$ cat src/rtl/seg7_scan_mux.sv
// Four-digit common-anode seven-segment scanner with a per-frame shadow copy of the BCD digits.
// Optional build macro SEG7_LEADING_ZERO_BLANK_EN suppresses a zero tens-of-minutes digit.
module seg7_scan_mux #(
    parameter int REFRESH_DIV = 50000,
    parameter int BLANK_CYC   = 64
) (
    input  logic       clk,
    input  logic       reset,
    input  logic [3:0] num0,
    input  logic [3:0] num1,
    input  logic [3:0] num2,
    input  logic [3:0] num3,
    input  logic       colon_on,
    output logic [3:0] an,
    output logic [6:0] seg,
    output logic       dp
);

    localparam int CNT_W = (REFRESH_DIV > 2) ? $clog2(REFRESH_DIV) : 1;
    localparam logic [CNT_W-1:0] CNT_LAST  = CNT_W'(REFRESH_DIV - 1);
    localparam logic [CNT_W-1:0] BLANK_LIM = CNT_W'(BLANK_CYC);

    typedef enum logic [1:0] {
        DIG0 = 2'd0,
        DIG1 = 2'd1,
        DIG2 = 2'd2,
        DIG3 = 2'd3
    } digit_t;

    digit_t           idx, idx_nx;
    logic [CNT_W-1:0] cnt, cnt_nx;
    logic             tick;
    logic [3:0]       sh0, sh1, sh2, sh3;
    logic [3:0]       sh0_nx, sh1_nx, sh2_nx, sh3_nx;
    logic [3:0]       cur_digit;
    logic             blank;
    logic [3:0]       an_nx;
    logic [6:0]       seg_nx;
    logic             dp_nx;

    function automatic logic [6:0] seg_decode(input logic [3:0] d);
        logic [6:0] s;
        case (d)
            4'd0:    s = 7'b1000000;
            4'd1:    s = 7'b1111001;
            4'd2:    s = 7'b0100100;
            4'd3:    s = 7'b0110000;
            4'd4:    s = 7'b0011001;
            4'd5:    s = 7'b0010010;
            4'd6:    s = 7'b0000010;
            4'd7:    s = 7'b1111000;
            4'd8:    s = 7'b0000000;
            4'd9:    s = 7'b0010000;
            default: s = 7'b1111111;
        endcase
        return s;
    endfunction

    always_ff @(posedge clk) begin
        if (reset) begin
            cnt <= '0;
            idx <= DIG0;
            sh0 <= '0;
            sh1 <= '0;
            sh2 <= '0;
            sh3 <= '0;
            an  <= '1;
            seg <= '1;
            dp  <= 1'b1;
        end else begin
            cnt <= cnt_nx;
            idx <= idx_nx;
            sh0 <= sh0_nx;
            sh1 <= sh1_nx;
            sh2 <= sh2_nx;
            sh3 <= sh3_nx;
            an  <= an_nx;
            seg <= seg_nx;
            dp  <= dp_nx;
        end
    end

    // Prescaler, slot index and frame capture.
    always_comb begin
        tick   = (cnt == CNT_LAST);
        cnt_nx = cnt + 1'b1;
        idx_nx = idx;
        sh0_nx = sh0;
        sh1_nx = sh1;
        sh2_nx = sh2;
        sh3_nx = sh3;
        if (tick) begin
            cnt_nx = '0;
            case (idx)
                DIG0:    idx_nx = DIG1;
                DIG1:    idx_nx = DIG2;
                DIG2:    idx_nx = DIG3;
                default: idx_nx = DIG0;
            endcase
            // Inputs are sampled only on the wrap so a whole frame shows one coherent time.
            if (idx == DIG3) begin
                sh0_nx = num0;
                sh1_nx = num1;
                sh2_nx = num2;
                sh3_nx = num3;
            end
        end
    end

    // Output stage, computed from the current state and registered one cycle later.
    always_comb begin
        blank = (cnt < BLANK_LIM);
        case (idx)
            DIG0:    cur_digit = sh0;
            DIG1:    cur_digit = sh1;
            DIG2:    cur_digit = sh2;
            default: cur_digit = sh3;
        endcase

        seg_nx = seg_decode(cur_digit);
`ifdef SEG7_LEADING_ZERO_BLANK_EN
        if (idx == DIG3 && sh3 == 4'd0) begin
            seg_nx = '1;
        end
`endif

        an_nx = '1;
        if (!blank) begin
            case (idx)
                DIG0:    an_nx = 4'b1110;
                DIG1:    an_nx = 4'b1101;
                DIG2:    an_nx = 4'b1011;
                default: an_nx = 4'b0111;
            endcase
        end

        dp_nx = ~((idx == DIG2) && colon_on && !blank);
    end

endmodule

$ cat config.mk
export PLATFORM = sky130hd
export DESIGN_NAME = seg7_scan_mux
export DESIGN_NICKNAME = d
export VERILOG_FILES = /design/src/rtl/seg7_scan_mux.sv
export SDC_FILE = /design/constraint.sdc
export NUM_CORES = 1
export LEC_CHECK = 0
export ABC_AREA = 0
export BUFFER_PORTS_ARGS = -buffer_cell sky130_fd_sc_hd__buf_2
export CAP_MARGIN = 5
export CORE_AREA = 10 10 94 96
export DETAILED_ROUTE_END_ITERATION = 6
export DIE_AREA = 0 0 104 106
export SYNTH_ARGS = -nofsm -noshare
export SYNTH_HDL_FRONTEND = slang
export SYNTH_SLANG_ARGS = --single-unit
$ cat constraint.sdc
create_clock -name clk -period 1.9 [get_ports clk]
set_input_delay 0.38 -clock clk [delete_from_list [all_inputs] [get_ports clk]]
set_output_delay 0.38 -clock clk [all_outputs]
set_load 0.01 [all_outputs]
### Word-level counts from Yosys, hierarchy flattened

Memories as Yosys holds them, arrays and structs flattened. A register that Yosys moved wholly into a read port is not among the register bits.
Cells that the tools add are included.

* memories kept: 1
* ROM bits: 112
* register bits: 39
* logic and storage cells: 26

* reduce and logical (&&, ||, !) cells: 7
* eq/ne operators: 4
* mux-type cells: 3
* bitwise operators: 1
* $add $sub $neg: 1
* $lt $le $gt $ge: 1

Memories
* (no name shown): words 16, bits a word 7, rd ports 1, clocked after Yosys merged registers in 1, write ports 0, RTL line 43 `case (d)`

Operators by type and width (number)
* one-hot mux 4 bit (3 select lines): 2
* adder 16 x 1 -> 16 bit (second input constant): 1
* == test 16 bit (second input constant): 1
* less-than comparator 16 x 7 -> 1 bit (second input constant): 1
* one-hot mux 2 bit (3 select lines): 1
* == test 2 bit (second input constant): 2
* OR reduction 2 bit: 2
* == test 2 x 1 -> 1 bit (second input constant): 1
* logical AND 1 bit: 2
* logical NOT 2 bit: 1
* AND reduction 2 bit: 1
* logical NOT 1 bit: 1
* inverter 1 bit: 1

### Longest topological paths before layout

* depth after elaboration: 4
* mapped depth: 8
* gate-level depth less buffers: 8

### Least setup slack after synthesis

Ideal clock, no wire load.

* kind: flip-flop to flip-flop
* start point: register idx[0]
* end point: register seg[0]
* buffers on the path: 1
* path slack: 0.067 ns
* setup time: 0.131 ns
* clock period less this slack: 1.833 ns
* stages on the path, launching flop included: 8
* required time: 1.769 ns
* arrival: 1.702 ns
* cells stage by stage: dfxtp_1 -> ha_1 -> clkbuf_1 -> mux2i_1 -> inv_1 -> ha_1 -> a21oi_1 -> o21ai_0

* longest elaborated chain between the ends: 2
* elaborated cells on any way between the ends: 4
* those cells by class: eq/ne: 2; mux: 1; reduce/logical: 1

Ends and longest elaborated chain
* start: declaration: RTL line 30 `digit_t idx, idx_nx;`
* start signal: assignment: RTL line 72 `idx <= idx_nx;`
* == test 2 bit (tied with other cells): RTL line 113 `case (idx)`
* one-hot mux 4 bit (3 select lines) (*): RTL line 113
* end: declaration: RTL line 15 `output logic [6:0] seg,`

Every way passes the cells marked *; elsewhere a longest branch is shown, timed or not.
A chain may end at the register's enable or synchronous reset.

### Worst setup path after layout

* start point: register idx[0]
* end point: register seg[4]

The elaborated chain is that of the path after synthesis.

==> results_dict.tcl <==
set metrics [dict create \
    start_util_pct 30.8 \
    hold_viol 0 \
    maxSlewHeadroom_pct 59.5 \
    wire_per_inst_um 12.3 \
    crit_path_start_kind "register" \
    skew_ns 0.00818 \
    slew_violations 0 \
    fin_total_pwr_mw 1.67 \
    yosysWarnings 0 \
    grt_pass1_wl_um 7700 \
    crit_slowest_cell "a222oi_1" \
    tns_ns 0 \
    grt_pass1_vias 1661 \
    io_pins 31 \
    avgSynthCellArea_um2 9.41 \
    ys_seq_area_share_pct 42.3 \
    first_iter_violations 88 \
    grt_max_degree 38 \
    htree_levels 2 \
    setup-violations-final 0 \
    synth_most_common_cell "dfxtp_1" \
    leakage_nw 1.02 \
    syn2layout_area_growth_pct 24.6 \
    clk_pin_slew_ns 0.09 \
    max_stage_delay_ns 0.39 \
    vias 1700 \
    clock_latency_ns 0.30 \
    period_needed_ns 1.86 \
    nets 303 \
    syn-num-nets 259 \
    avgViaCountPerCell 4.53 \
    syn-cell-area_mm2 0.00217 \
    die_x_um 104 \
    critPathArrivalTime_ns 2.11 \
    diodes 0 \
    overflow 0 \
    synth_mux_area_share_pct 9.44 \
    antenna_found_initial 0 \
    core_area_mm2 0.00706 \
    place.gp.congestion 0.757 \
    clock-sinks 46 \
    drt_pass1_iterations 4 \
    path_cells "inv_4 > ha_4 > a222oi_1 > mux2i_2 > ha_1 > mux2_2 > a21oi_1" \
    synth_cell_types 36 \
    p_per_area_mw_per_mm2 615 \
    hold_ws_ns 0.252 \
    clockBufferDepth 2 \
    dp_hpwl_um 3410 \
    worstMarginPinSlew_ns 0.608 \
    placed_cells 366 \
    synth_xor_area_share_pct 5.24 \
    die_height_um 106 \
    final_area_mm2 0.00271 \
    cp.required_ns 2.14 \
    cp-end-kind "register" \
    die-area_mm2 0.0110 \
    fin_cells 375 \
    status "finished clean" \
    drive_above_1_share_pct 27.9 \
    clockRootBuffer "clkbuf_8" \
    rsz0062_at_grt "yes" \
    ant_nets 0 \
    synth_area_leaders "dfxtp_1 42%, mux2i_1 7.4%, nand2b_1 6.9%" \
    synthAdderAreaFrac_pct 5.18 \
    synth_top_family_by_area "simple AND/OR/NAND/NOR gates" \
    std_cell_rows 31 \
    grtUsageTotal_pct 8.27 \
    synthTopCellsByCount "46 x dfxtp_1, 24 x nand2b_1, 18 x nor2_1" \
    yosys.area.top_type_share_pct 42.3 \
    post-route-period-util_pct 98.1 \
    fillers 740 \
    cp_max_fo 5 \
    synth_area_leader_cell "dfxtp_1" \
    cts_buffers 5 \
    synth-compound-area-share_pct 8.86 \
    synth-simple-area-share_pct 24.2 \
    routed_wirelength_um 4610 \
    portBuffers 30 \
    syn_inst 231 \
    ir_worst_vdd_uv 347 \
    max_cap_violations 0 \
    drcViolationCount 0 \
    synthFlopType "dfxtp_1" \
    dpl_cell_area_mm2 0.00254 \
    max_freq_mhz 537 \
    hold_class "input port to register" \
    cts_tree "done" \
    synth_seq_cells 46 \
    critical_path_class "register to register" \
    async_flop_share_pct 0 \
    synth_edf_count 0 \
]
## state kept, by name, summed over array words and instances, names as in the netlist
name,flops
sh2,4
sh3,4
cnt,16
seg,7
dp,1
an,4
sh1,4
idx,2
sh0,4
## per-layer routing
layer  part of all wire [%]  vias up  GRT usage [%]  wire length, µm
met2                     48       26           13.9             2230
li1                       -      890              -                -
met5                      0        -              0                0
met1                     47      779           9.90             2150
met3                    4.1        5           2.48              189
met4                   0.95        0           2.68               44
## cells by family (layout without fill, tap and decap cells)
family / Yosys count / after routing
AND/OR/NAND/NOR: 93 / 93
AO/OA/AOI/OAI: 28 / 28
flip-flops: 46 / 46
multiplexers: 20 / 20
XOR/XNOR: 13 / 13
adder cells (fa/ha/maj): 9 / 9
buffers and inverters: 22 / 67
## area by class of cell
class / instances / area [µm²] / share of cell area [%]
clock buffer: 5 / 68.8 / 2.54
clock inverter: 3 / 21.3 / 0.785
inverter: 11 / 43.8 / 1.62
multi-input combinational: 163 / 1210 / 44.9
sequential: 46 / 926 / 34.2
tap: 99 / 124 / 4.57
timing repair buffer: 48 / 310 / 11.5
## cell usage in the layout (no fill, tap or decap), types with 5 or more instances in the layout
master	instances
dfxtp_1	44
buf_2	30
nand2b_1	24
nor2_1	18
buf_4	16
mux2i_1	14
nand3_1	10
nand2_1	9
xnor2_1	9
inv_1	8
nor4_1	7
nand4_1	6
a21oi_1	6
o31ai_1	5
ha_1	5
clkbuf_8	5
## metrics by stage
step,util [%],setup slack (ns)
6_report,38.4,0.0363
5_1_grt,38.4,-0.0811
4_1_cts,37.6,0.00540
3_5_place_dp,36.0,-0.0513
3_3_place_gp,36.0,0.0163
2_1_floorplan,-,0.0670
## worst max-delay path: cells and delay by family (launching register included)
family | cells | cell delay, ns
AO/OA/AOI/OAI | 2 | 0.50
adder cells (fa/ha/maj) | 2 | 0.42
multiplexers | 2 | 0.45
flip-flops | 1 | 0.38
buffers and inverters | 1 | 0.05
## path summary, 6_finish.rpt
| check | start | endpoint | slack [ns] | cells after the start |
|---|---|---|---|---|
| worst max-delay path | idx[0]$_SDFFE_PP0P_ | seg[4]$_SDFF_PP1_ | 0.04 | 7 |
| worst min register to register | cnt[0]$_SDFF_PP0_ | cnt[0]$_SDFF_PP0_ | 0.47 | 1 |
| worst max register to register | idx[0]$_SDFFE_PP0P_ | seg[4]$_SDFF_PP1_ | 0.04 | 7 |
| worst min-delay path | colon_on | dp$_SDFF_PP1_ | 0.25 | 2 |
## where the power goes
part           total [mW]  switching (mW)  internal, mW
clock network       0.596           0.338         0.259
registers           0.981         0.00699         0.974
logic              0.0889          0.0420        0.0470
## timing repair
action / CTS / global route
hold buffers: 0 / 0
endpoints found under the setup margin: 6 / 7
setup buffers: 1 / 0
resized for setup: 5 / 17
pin swaps: 2 / 7
Note: power is estimated with default switching activity, not from simulation.
